<file path="src/rtl/fp_wire.sv">
// Shared types and constants for the fp_unit result checker.
// Entry and port structs are sized for the widest (double) format.
package fp_wire;

  localparam int FLAGS_W  = 5;
  localparam int XLEN_MAX = 64;

  localparam logic [31:0] CANON_NAN32 = 32'h7FC0_0000;
  localparam logic [63:0] CANON_NAN64 = 64'h7FF8_0000_0000_0000;

  typedef struct packed {
    logic [XLEN_MAX-1:0] result;
    logic [FLAGS_W-1:0]  flags;
    logic                nan_relax;
  } fp_check_entry;

  typedef struct packed {
    logic                clear;
    logic                exp_valid;
    fp_check_entry       exp;
    logic                dut_valid;
    logic [XLEN_MAX-1:0] dut_result;
    logic [FLAGS_W-1:0]  dut_flags;
  } fp_check_in_type;

  typedef struct packed {
    logic                exp_ready;
    logic                mismatch;
    logic                err_sticky;
    logic                overflow;
    logic                underflow;
    logic                ff_valid;
    logic [XLEN_MAX-1:0] ff_ref_result;
    logic [XLEN_MAX-1:0] ff_calc_result;
    logic [FLAGS_W-1:0]  ff_ref_flags;
    logic [FLAGS_W-1:0]  ff_calc_flags;
  } fp_check_out_type;

  // Zero-extended canonical quiet NaN for a 32- or 64-bit result.
  function automatic logic [63:0] canon_nan(input int xlen);
    return (xlen == 64) ? CANON_NAN64 : {32'd0, CANON_NAN32};
  endfunction

endpackage

</file>
<file path="src/rtl/fp_check_fifo.sv">
// DEPTH-entry synchronous queue of expected entries; read data is the registered head, write visible next cycle.
// Push ignored when full, pop ignored when empty; clear empties it and wins over same-cycle push/pop.
module fp_check_fifo #(
  parameter int  DEPTH   = 8,
  parameter type entry_t = logic [7:0],
  localparam int PTR_W   = $clog2(DEPTH),
  localparam int OCC_W   = $clog2(DEPTH + 1)
) (
  input  logic             clock,
  input  logic             reset,
  input  logic             clear,
  input  logic             push,
  input  logic             pop,
  input  entry_t           wdata,
  output entry_t           rdata,
  output logic [OCC_W-1:0] occupancy,
  output logic             full,
  output logic             empty
);

  entry_t           mem_q [DEPTH];
  logic [PTR_W-1:0] wr_ptr_q, wr_ptr_d;
  logic [PTR_W-1:0] rd_ptr_q, rd_ptr_d;
  logic [OCC_W-1:0] occ_q, occ_d;
  logic             do_push, do_pop;

  assign full      = (occ_q == OCC_W'(DEPTH));
  assign empty     = (occ_q == '0);
  assign occupancy = occ_q;
  assign do_push   = push & ~full & ~clear;
  assign do_pop    = pop & ~empty & ~clear;
  assign rdata     = mem_q[rd_ptr_q];

  always_comb begin
    wr_ptr_d = wr_ptr_q;
    rd_ptr_d = rd_ptr_q;
    occ_d    = occ_q;
    if (clear) begin
      wr_ptr_d = '0;
      rd_ptr_d = '0;
      occ_d    = '0;
    end else begin
      // Power-of-two depth, so pointers wrap by plain overflow.
      if (do_push) wr_ptr_d = wr_ptr_q + PTR_W'(1);
      if (do_pop)  rd_ptr_d = rd_ptr_q + PTR_W'(1);
      occ_d = occ_q + OCC_W'(do_push) - OCC_W'(do_pop);
    end
  end

  always_ff @(posedge clock or negedge reset) begin
    if (!reset) begin
      wr_ptr_q <= '0;
      rd_ptr_q <= '0;
      occ_q    <= '0;
    end else begin
      wr_ptr_q <= wr_ptr_d;
      rd_ptr_q <= rd_ptr_d;
      occ_q    <= occ_d;
    end
  end

  always_ff @(posedge clock) begin
    if (do_push) mem_q[wr_ptr_q] <= wdata;
  end

endmodule

</file>
<file path="src/rtl/fp_check_queue.sv">
// In-order fp result scoreboard: compare in the pop cycle, counters/mismatch/capture update one edge later.
// exp_ready drops at full (a same-cycle pop does not free space); no backpressure on the DUT side.
module fp_check_queue
  import fp_wire::*;
#(
  parameter int  XLEN  = 32,
  parameter int  MAN_W = 23,
  parameter int  DEPTH = 8,
  parameter int  CNT_W = 32,
  localparam int OCC_W = $clog2(DEPTH + 1)
) (
  input  logic               clock,
  input  logic               reset,
  input  logic               clear,
  input  logic               exp_valid,
  output logic               exp_ready,
  input  logic [XLEN-1:0]    exp_result,
  input  logic [FLAGS_W-1:0] exp_flags,
  input  logic               exp_nan_relax,
  input  logic               dut_valid,
  input  logic [XLEN-1:0]    dut_result,
  input  logic [FLAGS_W-1:0] dut_flags,
  output logic [OCC_W-1:0]   occupancy,
  output logic [CNT_W-1:0]   pass_count,
  output logic [CNT_W-1:0]   fail_count,
  output logic               mismatch,
  output logic               err_sticky,
  output logic               overflow,
  output logic               underflow,
  output logic               ff_valid,
  output logic [XLEN-1:0]    ff_ref_result,
  output logic [XLEN-1:0]    ff_calc_result,
  output logic [FLAGS_W-1:0] ff_ref_flags,
  output logic [FLAGS_W-1:0] ff_calc_flags
);

  typedef struct packed {
    logic [XLEN-1:0]    result;
    logic [FLAGS_W-1:0] flags;
    logic               nan_relax;
  } chk_entry_t;

  localparam logic [63:0]      CANON_WIDE = canon_nan(XLEN);
  localparam logic [XLEN-1:0]  CANON_NAN  = CANON_WIDE[XLEN-1:0];

  chk_entry_t         wr_entry, head;
  logic               full, empty;
  logic               pop_ok, cmp_pass;
  logic [XLEN-1:0]    rdiff;
  logic [FLAGS_W-1:0] fdiff;

  logic [CNT_W-1:0]   pass_cnt_q, pass_cnt_d;
  logic [CNT_W-1:0]   fail_cnt_q, fail_cnt_d;
  logic               mismatch_q, mismatch_d;
  logic               err_q, err_d;
  logic               ovf_q, ovf_d;
  logic               unf_q, unf_d;
  logic               ff_valid_q, ff_valid_d;
  logic [XLEN-1:0]    ff_ref_res_q, ff_ref_res_d;
  logic [XLEN-1:0]    ff_calc_res_q, ff_calc_res_d;
  logic [FLAGS_W-1:0] ff_ref_flg_q, ff_ref_flg_d;
  logic [FLAGS_W-1:0] ff_calc_flg_q, ff_calc_flg_d;

  assign wr_entry = '{result: exp_result, flags: exp_flags, nan_relax: exp_nan_relax};

  fp_check_fifo #(
    .DEPTH   (DEPTH),
    .entry_t (chk_entry_t)
  ) u_fifo (
    .clock     (clock),
    .reset     (reset),
    .clear     (clear),
    .push      (exp_valid),
    .pop       (dut_valid),
    .wdata     (wr_entry),
    .rdata     (head),
    .occupancy (occupancy),
    .full      (full),
    .empty     (empty)
  );

  assign exp_ready = ~full;
  assign pop_ok    = dut_valid & ~empty;

  // Relaxed entries accept any NaN sign/payload when the DUT returns the canonical qNaN.
  always_comb begin
    rdiff = head.result ^ dut_result;
    fdiff = head.flags ^ dut_flags;
    if (head.nan_relax && (dut_result == CANON_NAN)) begin
      rdiff[XLEN-1]    = 1'b0;
      rdiff[MAN_W-2:0] = '0;
    end
    cmp_pass = (rdiff == '0) && (fdiff == '0);
  end

  always_comb begin
    pass_cnt_d    = pass_cnt_q;
    fail_cnt_d    = fail_cnt_q;
    mismatch_d    = 1'b0;
    ovf_d         = ovf_q;
    unf_d         = unf_q;
    ff_valid_d    = ff_valid_q;
    ff_ref_res_d  = ff_ref_res_q;
    ff_calc_res_d = ff_calc_res_q;
    ff_ref_flg_d  = ff_ref_flg_q;
    ff_calc_flg_d = ff_calc_flg_q;
    err_d         = err_q;
    if (clear) begin
      pass_cnt_d    = '0;
      fail_cnt_d    = '0;
      ovf_d         = 1'b0;
      unf_d         = 1'b0;
      ff_valid_d    = 1'b0;
      ff_ref_res_d  = '0;
      ff_calc_res_d = '0;
      ff_ref_flg_d  = '0;
      ff_calc_flg_d = '0;
      err_d         = 1'b0;
    end else begin
      if (exp_valid && full) ovf_d = 1'b1;
      if (dut_valid && empty) unf_d = 1'b1;
      if (pop_ok) begin
        if (cmp_pass) begin
          if (pass_cnt_q != '1) pass_cnt_d = pass_cnt_q + CNT_W'(1);
        end else begin
          if (fail_cnt_q != '1) fail_cnt_d = fail_cnt_q + CNT_W'(1);
          mismatch_d = 1'b1;
          if (!ff_valid_q) begin
            ff_valid_d    = 1'b1;
            ff_ref_res_d  = head.result;
            ff_calc_res_d = dut_result;
            ff_ref_flg_d  = head.flags;
            ff_calc_flg_d = dut_flags;
          end
        end
      end
      err_d = err_q | ovf_d | unf_d | mismatch_d;
    end
  end

  always_ff @(posedge clock or negedge reset) begin
    if (!reset) begin
      pass_cnt_q    <= '0;
      fail_cnt_q    <= '0;
      mismatch_q    <= 1'b0;
      err_q         <= 1'b0;
      ovf_q         <= 1'b0;
      unf_q         <= 1'b0;
      ff_valid_q    <= 1'b0;
      ff_ref_res_q  <= '0;
      ff_calc_res_q <= '0;
      ff_ref_flg_q  <= '0;
      ff_calc_flg_q <= '0;
    end else begin
      pass_cnt_q    <= pass_cnt_d;
      fail_cnt_q    <= fail_cnt_d;
      mismatch_q    <= mismatch_d;
      err_q         <= err_d;
      ovf_q         <= ovf_d;
      unf_q         <= unf_d;
      ff_valid_q    <= ff_valid_d;
      ff_ref_res_q  <= ff_ref_res_d;
      ff_calc_res_q <= ff_calc_res_d;
      ff_ref_flg_q  <= ff_ref_flg_d;
      ff_calc_flg_q <= ff_calc_flg_d;
    end
  end

  assign pass_count     = pass_cnt_q;
  assign fail_count     = fail_cnt_q;
  assign mismatch       = mismatch_q;
  assign err_sticky     = err_q;
  assign overflow       = ovf_q;
  assign underflow      = unf_q;
  assign ff_valid       = ff_valid_q;
  assign ff_ref_result  = ff_ref_res_q;
  assign ff_calc_result = ff_calc_res_q;
  assign ff_ref_flags   = ff_ref_flg_q;
  assign ff_calc_flags  = ff_calc_flg_q;

endmodule

</file>
<file path="config.mk">
export PLATFORM = sky130hd
export DESIGN_NAME = fp_check_queue
export DESIGN_NICKNAME = d
export VERILOG_FILES = /design/src/rtl/fp_wire.sv /design/src/rtl/fp_check_fifo.sv /design/src/rtl/fp_check_queue.sv
export SDC_FILE = /design/constraint.sdc
export NUM_CORES = 1
export LEC_CHECK = 0
export ABC_CLOCK_PERIOD_IN_PS = 8000
export BUFFER_PORTS_ARGS = -buffer_cell sky130_fd_sc_hd__buf_2
export CELL_PAD_IN_SITES_DETAIL_PLACEMENT = 0
export CELL_PAD_IN_SITES_GLOBAL_PLACEMENT = 1
export CORE_MARGIN = 1.5
export CORE_UTILIZATION = 52
export CTS_CLUSTER_DIAMETER = 60
export CTS_CLUSTER_SIZE = 10
export DETAILED_ROUTE_END_ITERATION = 7
export PLACE_DENSITY = 0.84
export SYNTH_ARGS = -nofsm -noshare
export SYNTH_HDL_FRONTEND = slang
export SYNTH_SLANG_ARGS = --single-unit
</file>
<file path="constraint.sdc">
create_clock -name clock -period 8 [get_ports clock]
set_input_delay 1.2 -clock clock [delete_from_list [all_inputs] [get_ports clock]]
set_output_delay 1.2 -clock clock [all_outputs]
set_load 0.02 [all_outputs]
</file>
==> metrics.csv, run 1 <==
metric,value,unit
Most used DFF post-synth,edfxtp_1,
crit end category,flop,
total power,6.49,mW
cell depth of the worst hold path,1,
clock root buffer,clkbuf_16,
Final ANT Viol Nets,0,
Yosys reg bits,457,
nets,1623,
Worst R2R Start,u_fifo.rd_ptr_q[1],
Core Rows,70,
Final Hold Viols,0,
Tcrit/Tclk final,68.0,%
mean post-synth cell area,14.7,sq um
Synth async-reset ratio,33.5,%
Hold Startpoint,ff_calc_result[5],
worst min-delay path category,flop to flop,
r2r endpoint,ff_calc_result[27],
fillers,2780,
Max stage delay on crit path,0.96,ns
GRT Residual Overflow,0,
initial antenna violation count,3,
Ports,228,
share of the yosys chip area belonging to registers,67.6,%
"Setup violations, final",0,
Global Route Usage Sum,25.5,%
setup bufs post-CTS,0,
worst hold endpoint,ff_calc_result[5],
Initial Util,52.6,%
Max Fanout on Critical Path,52,
Post-DP Area,0.0208,sq mm
DR WL/cell,23.7,um
Crit. path cell count,10,
slowest cell on the critical path,dfrtp_4,
via count,12400,
CTS tree,built,
Mapped Cells,1304,
Max VDD drop,0.187,mV
hold buffers post-CTS,0,
Leak,8.43,nW
cell family contributing the most delay on the critical path,compound AO/OA/AOI/OAI gates,
required time worst endpoint,8.49,ns
Pre-Repair DR Iteration Count,5,
"Data arrival, critical path",5.93,ns
placer congestion estimate,0.808,
Slew Limit Headroom,25.1,%
post-route design area,0.0224,sq mm
clk_skew,0.0290,ns
hpwl dp,30000,um
largest net degree at the start of global routing,93,
clk slew on worst S/H paths,0.06,ns
Layout area overhead,16.7,%
min Tclk post-route,5.44,ns
core region area,0.0364,sq mm
CTS H-tree lvls,2,
status,"complete, no violations",
Horiz. Die Dim,195,um
CP startpoint kind,flop,
DR iter-0 viols,962,
Yosys cell types,54,
Die Y,195,um
cell count of the worst reg-to-reg path,10,
crit path cell chain,buf_4 -> mux4_2 -> mux2i_2 -> xor2_1 -> o2111ai_1 -> nor4_1 -> a31oi_1 -> o211a_4 -> nor2_4 -> a22o_1,
vias in the first global route,11900,
non-filler instance count after layout,2044,
"most common cell after layout, fill and taps aside",edfxtp_1,
most frequent cells in the layout,"304 x edfxtp_1, 225 x buf_2, 150 x dfrtp_1",
Post-synth EDFFs,304,
# DRC,0,
clock tree buffer depth,3,
R2R Setup Slk,2.56,ns
P per Cell Area,290,mW/mm^2
first-pass GRT wire length,73100,um
warning count from the yosys run,0,
CTS Buf Count,52,
clock latency at the later pin of the worst-skew pair,0.59,ns
mapped cell area,0.0192,sq mm
CTS Sinks,457,
Post-Place Cells,1946,
drt via density,6.05,
FMAX,0.184,GHz
Crit path buffers/inverters,1,
CTS resizes,0,
Max Transition Viols Final,0,
RSZ-0062 raised after global routing,no,
die area,0.0380,sq mm
final WL,48400,um
port bufs,227,
hold_ws,0.503,ns
share of layout cells above drive strength 1,26.2,%
Worst Max-Slew Pin Slew,1.12,ns
WS Path Type,flop to flop,
post-synthesis net count,1395,
TNS Setup,0,ns
max-cap viol count,0,
worst register-to-register path: stages, from the launching register on:
cell       delay (ns)
dfrtp_4          0.96
buf_4            0.42
mux4_2           0.55
mux2i_2          0.25
xor2_1           0.19
o2111ai_1        0.14
nor4_1           0.53
a31oi_1          0.44
o211a_4          0.62
nor2_4           0.98
a22o_1           0.30
report_power, final:
| group | switching [mW] | internal [mW] | leakage (nW) | total (mW) |
|---|---|---|---|---|
| sequential | 0.148 | 2.71 | 4.84 | 2.85 |
| clock | 0.897 | 1.30 | 0.753 | 2.20 |
| combinational | 0.888 | 0.552 | 2.84 | 1.44 |
| total | 1.93 | 4.56 | 8.43 | 6.49 |
per-stage QoR:
stage / worst slack, ns / utilization (%)
6_report: 2.56 / 61.4
2_1_floorplan: 3.12 / -
3_5_place_dp: 2.59 / 57.1
5_1_grt: 2.27 / 61.4
3_3_place_gp: 2.75 / 57.1
4_1_cts: 2.57 / 61.4
flip-flops by register name, indices dropped and copies added (netlist names):
register and flops:
err_sticky 1, fail_count 32, ff_calc_flags 5, ff_calc_result 32, ff_ref_flags 5, ff_ref_result 32, ff_valid 1, mismatch 1
overflow 1, pass_count 32, u_fifo.mem_q 304, u_fifo.occupancy 4, u_fifo.rd_ptr_q 3, u_fifo.wr_ptr_q 3, underflow 1
synth_stat cells (2+ instances only):
cell       count  area [sq um]
mux2i_1       76           761
nor3_1        18          90.1
ha_1          10           125
and3b_1        2          17.5
or4_1          9          67.6
nor2_1        98           368
nor2b_1       17           106
o2bb2ai_1      8          70.1
and2_1         5          31.3
and4_1         7          61.3
a31oi_1        3          18.8
inv_1         18          67.6
a21oi_1       51           255
mux4_2        42           946
dfrtp_1      153          3830
nand3_1       27           135
edfxtp_1     304          9130
nand2b_1       9          56.3
nor4b_1        5          43.8
or3_1         45           282
nor4_1        15          93.8
a22oi_1        2          15.0
mux2_2        43           484
buf_4          7          52.6
o22ai_1       16           100
a211oi_1      15           113
o21ai_0       47           235
or2_2          2          12.5
and3_1        11          68.8
a22o_1        45           394
nand4_1       26           163
o21a_1         6          45.0
nand2_1       40           150
xor2_1        16           140
clkbuf_1      41           154
o21bai_1       2          15.0
o31ai_1        9          67.6
buf_1          3          11.3
buf_6          4          45.0
buf_2         18          90.1
xnor2_1       16           140
worst max-delay path by stage:
stage,start,end,slack (ns)
finish,u_fifo.rd_ptr_q[1],ff_calc_result[27],2.56
global route,u_fifo.rd_ptr_q[1],ff_calc_result[7],2.27
CTS,u_fifo.rd_ptr_q[1],ff_calc_result[27],2.57
detailed placement,u_fifo.rd_ptr_q[1],ff_calc_result[7],2.59
global placement,u_fifo.rd_ptr_q[1],ff_calc_result[4],2.75
floorplan,clear,u_fifo.mem_q[0][0],3.12
final cells by class:
type                            instances  area, sq um  area share [%]
Tap cell                              468          586            2.62
Inverter                               18         67.6           0.302
Clock buffer                           94         1550            6.94
Sequential cell                       457        13000            57.9
Timing Repair Buffer                  247         1290            5.79
Antenna cell                            2         5.00          0.0224
Clock inverter                          2         21.3          0.0951
Multi-Input combinational cell        756         5880            26.3
logic make-up (layout without fill, tap and decap cells):
| group | after synthesis | in the layout | synth area share, % |
|---|---|---|---|
| flops | 457 | 457 | 67.6 |
| mux | 162 | 162 | 11.5 |
| compound gates | 210 | 210 | 7.19 |
| buf+inv | 91 | 361 | 2.19 |
| simple gates | 341 | 341 | 9.32 |
| other cells | 0 | 2 | 0 |
| xor+xnor | 32 | 32 | 1.46 |
| fa+ha+maj | 11 | 11 | 0.757 |
per-layer routing:
layer  up-vias  GRT usage (%)  wire [um]  part of all wire [%]
met5         -              0          0                     0
met4         0           7.78       1080                   2.2
met3        70           4.23       3950                   8.2
met2       575           41.1      23200                    48
met1      6228           36.1      20200                    42
li1       5492              -          -                     -
Power figures use the tool's default switching activity.
==> run 2: changes to the inputs <==
ABC_CLOCK_PERIOD_IN_PS = 5650   (was 8000)
CORE_UTILIZATION = 48   (was 52)
PLACE_DENSITY = 0.78   (was 0.84)
clock period = 5.65 ns   (was 8 ns; I/O delays follow)
==> run 2 against run 1 <==
  * Sequential share of layout area is 0.53 points lower
  * Clock power is 46% higher
  * Largest cell class unchanged
  * Die area is 8.2% higher
  * Total power is 44% higher
  * Sequential cell count stayed put
  * Clock-buffer cell count stayed put
  * Via count is 0.14% higher
==> metrics.csv, run 2 (synthesis gave the netlist of run 1 again) <==
metric,value,unit
CTS Buf Count,53,
Worst Max-Slew Pin Slew,0.988,ns
max-cap viol count,0,
clock latency at the later pin of the worst-skew pair,0.59,ns
P per Cell Area,413,mW/mm^2
status,"complete, no violations",
Crit path buffers/inverters,3,
final WL,49900,um
Post-Place Cells,2014,
core region area,0.0395,sq mm
Slew Limit Headroom,33.8,%
clock root buffer,clkbuf_16,
hpwl dp,31900,um
Max Transition Viols Final,0,
CTS resizes,0,
drt via density,5.86,
required time worst endpoint,6.15,ns
Ports,228,
Max VDD drop,0.325,mV
WS Path Type,flop to flop,
non-filler instance count after layout,2114,
largest net degree at the start of global routing,84,
nets,1635,
DR WL/cell,23.6,um
setup bufs post-CTS,0,
clock tree buffer depth,3,
Reg with most FFs,u_fifo.mem_q,
max reg flops,304,
final core occ,57.1,%
first-pass GRT wire length,75000,um
vias in the first global route,12200,
CTS Sinks,457,
Global Route Usage Sum,24.4,%
Final Hold Viols,0,
CP startpoint kind,flop,
most frequent cells in the layout,"304 x edfxtp_1, 225 x buf_2, 150 x dfrtp_1",
r2r endpoint,fail_count[14],
"Setup violations, final",0,
placer congestion estimate,0.809,
initial antenna violation count,3,
die area,0.0412,sq mm
Leak,8.51,nW
Core Rows,73,
hold buffers post-CTS,0,
"most common cell after layout, fill and taps aside",edfxtp_1,
"Data arrival, critical path",5.11,ns
Initial Util,48.5,%
Max Fanout on Critical Path,36,
RSZ-0062 raised after global routing,no,
port bufs,227,
# DRC,0,
Horiz. Die Dim,203,um
via count,12400,
min Tclk post-route,4.61,ns
clk slew on worst S/H paths,0.06,ns
worst min-delay path category,input pin to asynchronous set/reset pin,
Worst R2R Start,u_fifo.rd_ptr_q[1],
Max stage delay on crit path,0.87,ns
cell repeated most along the worst path,buf_4,
cell count of the worst reg-to-reg path,12,
slowest cell on the critical path,dfrtp_4,
R2R Setup Slk,1.04,ns
cell family contributing the most delay on the critical path,compound AO/OA/AOI/OAI gates,
Layout area overhead,17.8,%
DR iter-0 viols,1040,
FMAX,0.217,GHz
share of layout cells above drive strength 1,26.9,%
Pre-Repair DR Iteration Count,6,
TNS Setup,0,ns
crit end category,flop,
GRT Residual Overflow,0,
Final ANT Viol Nets,0,
Die Y,203,um
CTS H-tree lvls,2,
clk_skew,0.0154,ns
crit path cell chain,buf_4 -> mux2_2 -> o22ai_1 -> or3_1 -> nand3_1 -> nor4_1 -> a31oi_1 -> o21ai_4 -> buf_4 -> buf_4 -> o21ai_0 -> a21oi_1,
Tcrit/Tclk final,81.6,%
CTS tree,built,
[run 2: worst max-delay path by stage]
stage               slack, ns                  to           startpoint  depth (start not counted)
floorplan                1.07  u_fifo.mem_q[0][0]  u_fifo.occupancy[2]                          6
global placement         1.05      fail_count[12]   u_fifo.rd_ptr_q[1]                         12
detailed placement       1.00      fail_count[15]   u_fifo.rd_ptr_q[1]                         12
CTS                      0.96      fail_count[14]   u_fifo.rd_ptr_q[1]                         12
global route             0.60      fail_count[15]   u_fifo.rd_ptr_q[1]                         12
finish                   1.04      fail_count[14]   u_fifo.rd_ptr_q[1]                         12
[run 2: routing by layer]
metal / global-route usage [%] / vias up / share of wire, %
met2: 39.2 / 523 / 47
li1: - / 5503 / -
met1: 34.1 / 6273 / 42
met4: 7.46 / 2 / 2.5
met5: 0 / - / 0.020
met3: 4.43 / 81 / 8.2
[run 2: where the power goes]
part           switching [mW]  total [mW]  internal [mW]  leakage (nW)
logic                    1.26        2.07          0.803          2.90
clock network            1.30        3.21           1.91         0.781
registers               0.212        4.04           3.83          4.84
total                    2.77        9.32           6.55          8.51
[run 2: final cells by class]
type | count | area [sq um]
fill | 3168 | 17000
sequential | 457 | 13000
multi-input combinational | 756 | 5870
clock buffer | 94 | 1570
timing repair buffer | 258 | 1390
tap | 525 | 657
inverter | 18 | 67.6
clock inverter | 4 | 50.0
antenna | 2 | 5.00
[run 2: through the flow]
step / hold slack, ns / cell area, sq um / worst slack [ns] / total power [mW]
4_1_cts: 0.339 / 22600 / 0.959 / 9.39
3_5_place_dp: 0.487 / 21000 / 1.00 / 6.18
3_3_place_gp: 0.485 / 21000 / 1.05 / 6.14
6_report: 0.307 / 22600 / 1.04 / 9.32
2_1_floorplan: 0.546 / 19200 / 1.07 / 5.44
5_1_grt: 0.373 / 22600 / 0.603 / 9.70
==> run 3: changes to the inputs <==
ABC_AREA = 1   (was not set)
ABC_CLOCK_PERIOD_IN_PS = 4600   (was 5650)
CORE_UTILIZATION = 45   (was 48)
PLACE_DENSITY = 0.79   (was 0.78)
clock period = 4.6 ns   (was 5.65 ns; I/O delays follow)
==> run 3 against run 2 <==
  * Utilization decreased by 4.7 points
  * Design area increased by 14%
  * Critical endpoint is now fail_count[3]
  * Sequential share of layout area decreased by 6.9 points
  * First-iteration DRC count increased by 80%
  * Sequential power increased by 23%
  * Total power increased by 35%
  * Critical path depth increased by 8
  * Register-to-register slack got worse by 0.36 ns
  * Die area increased by 24%
  * Synthesized area increased by 17%
==> metrics.csv, run 3 <==
metric,value,unit
Die Y,226,um
mapped cell area,0.0224,sq mm
TNS Setup,0,ns
Synth area leader,edfxtp_1,
CTS resizes,0,
worst min-delay path category,input pin to asynchronous set/reset pin,
status,"complete, no violations",
Max Transition Viols Final,0,
Ports,228,
Yosys cell types,37,
min Tclk post-route,3.92,ns
synth top area cells,"edfxtp_1 41%, dfrtp_1 17%, nand2_1 12%, nand3_1 7.9%, nor2_1 5.3%",
Mapped Cells,2553,
DR iter-0 viols,1868,
WS Path Type,flop to flop,
Reg with most FFs,u_fifo.mem_q,
clk slew on worst S/H paths,0.05,ns
hold buffers post-CTS,0,
Synth async-reset ratio,33.5,%
Final ANT Viol Nets,0,
vias in the first global route,17100,
crit end category,flop,
cell count of the worst reg-to-reg path,20,
clk_skew,0.0241,ns
Synth top cells by count,"714 x nand2_1, 354 x nand3_1, 315 x nor2_1, 304 x edfxtp_1, 245 x inv_1",
r2r endpoint,fail_count[3],
RSZ-0062 raised after global routing,no,
Post-synth EDFFs,304,
Most used DFF post-synth,edfxtp_1,
"most common cell after layout, fill and taps aside",nand2_1,
GRT Residual Overflow,0,
Max VDD drop,0.344,mV
top cell type's share of synthesized area,40.8,%
# DRC,0,
mean post-synth cell area,8.77,sq um
CTS Sinks,457,
Horiz. Die Dim,226,um
R2R Setup Slk,0.68,ns
total power,12.6,mW
Worst Max-Slew Pin Slew,1.06,ns
CP startpoint kind,flop,
CTS tree,built,
Initial Util,45.6,%
DR WL/cell,19.7,um
setup bufs post-CTS,0,
largest net degree at the start of global routing,163,
FMAX,0.255,GHz
Worst R2R Start,u_fifo.rd_ptr_q[0],
Layout area overhead,14.7,%
warning count from the yosys run,0,
clock latency at the later pin of the worst-skew pair,0.63,ns
port bufs,227,
via count,18300,
fillers,4691,
"count leader, synth",nand2_1,
nets,2829,
placer congestion estimate,0.924,
core region area,0.0491,sq mm
clock tree buffer depth,3,
"Setup violations, final",0,
post-synthesis net count,2644,
most frequent cells in the layout,"713 x nand2_1, 354 x nand3_1, 306 x nor2_1",
"Data arrival, critical path",4.46,ns
CTS H-tree lvls,2,
Tcrit/Tclk final,85.1,%
Core Rows,81,
Pre-Repair DR Iteration Count,8,
Global Route Usage Sum,26.5,%
die area,0.0511,sq mm
drt via density,5.32,
max-cap viol count,0,
Max Fanout on Critical Path,61,
share of layout cells above drive strength 1,12.9,%
hpwl dp,45400,um
clock root buffer,clkbuf_16,
Leak,11.7,nW
CTS Buf Count,55,
initial antenna violation count,10,
first-pass GRT wire length,103000,um
Slew Limit Headroom,29.0,%
share of the yosys chip area belonging to registers,57.9,%
max reg flops,304,
P per Cell Area,490,mW/mm^2
Final Hold Viols,0,
Yosys reg bits,457,
required time worst endpoint,5.14,ns
final WL,67800,um
## run 3: changes by cell type after synthesis, moves of 76 or more
cell     change
nand2_1    +674
nand3_1    +327
inv_1      +227
nor2_1     +217
nand4_1    +107
mux2i_1     -76
## run 3: cell families after synthesis
kind of cell | count (synthesis) | share of synthesized area (%)
buffers and inverters | 388 | 7.50
AO/OA/AOI/OAI | 87 | 2.03
adder cells (fa/ha/maj) | 11 | 0.648
XOR/XNOR | 44 | 1.72
AND/OR/NAND/NOR | 1566 | 30.2
flip-flops | 457 | 57.9
## run 3: cell type report
type | count | area (sq um) | area share (%)
clock buffer | 77 | 1500 | 5.84
clock inverter | 9 | 100 | 0.390
antenna | 3 | 7.51 | 0.0292
timing repair buffer | 265 | 1510 | 5.86
tap | 664 | 831 | 3.24
sequential | 457 | 13000 | 50.5
inverter | 251 | 947 | 3.69
multi-input combinational | 1708 | 7820 | 30.5
## run 3: worst max-delay path by stage
stage	from	endpoint	slack, ns	depth (start not counted)
after floorplan	u_fifo.occupancy[2]	u_fifo.mem_q[0][0]	1.15	7
after global placement	u_fifo.rd_ptr_q[1]	fail_count[28]	0.78	18
after detailed placement	u_fifo.rd_ptr_q[1]	fail_count[15]	0.73	18
after CTS	u_fifo.rd_ptr_q[1]	fail_count[2]	0.72	18
after global routing	u_fifo.rd_ptr_q[0]	fail_count[3]	0.31	19
final	u_fifo.rd_ptr_q[0]	fail_count[3]	0.68	20
## run 3: metal layers
metal | track usage (%) | part of all wire [%] | wire (um) | up-vias
met5 | 0 | 0.10 | 70 | -
met4 | 6.77 | 2.1 | 1400 | 12
met3 | 5.32 | 6.8 | 4610 | 105
met2 | 41.3 | 46 | 31000 | 576
met1 | 37.9 | 45 | 30700 | 8748
li1 | - | - | - | 8811
## run 3: stage by stage
step	worst slack, ns	instances	hold WS (ns)	util, %	cell area, sq um
2_1_floorplan	1.15	2553	0.394	-	22400
3_3_place_gp	0.782	3345	0.481	49.1	24100
3_5_place_dp	0.732	3345	0.486	49.1	24100
4_1_cts	0.723	3431	0.153	52.3	25700
5_1_grt	0.309	3433	0.186	52.3	25700
6_report	0.683	3434	0.138	52.3	25700
## run 3: worst max-delay path, stage by stage (launching register included)
cell	delay (ns)
dfrtp_4	0.50
inv_4	0.48
buf_4	0.35
nand2_1	0.08
nand2_1	0.08
nand2_1	0.05
nand3_1	0.24
nand2_1	0.18
nand2_1	0.09
nand2_1	0.07
nand2_1	0.06
nand2_1	0.07
nor2_1	0.10
nand2_1	0.06
nor2_1	0.18
nand3_2	0.11
buf_4	0.33
nand3_1	0.14
buf_4	0.36
nand3_1	0.12
nand2_1	0.10
## run 3: power by group
part,total (mW),switching [mW],internal [mW]
Combinational,3.68,2.67,1.01
Clock,3.94,1.68,2.26
Sequential,4.95,0.206,4.75
Total,12.6,4.56,8.02
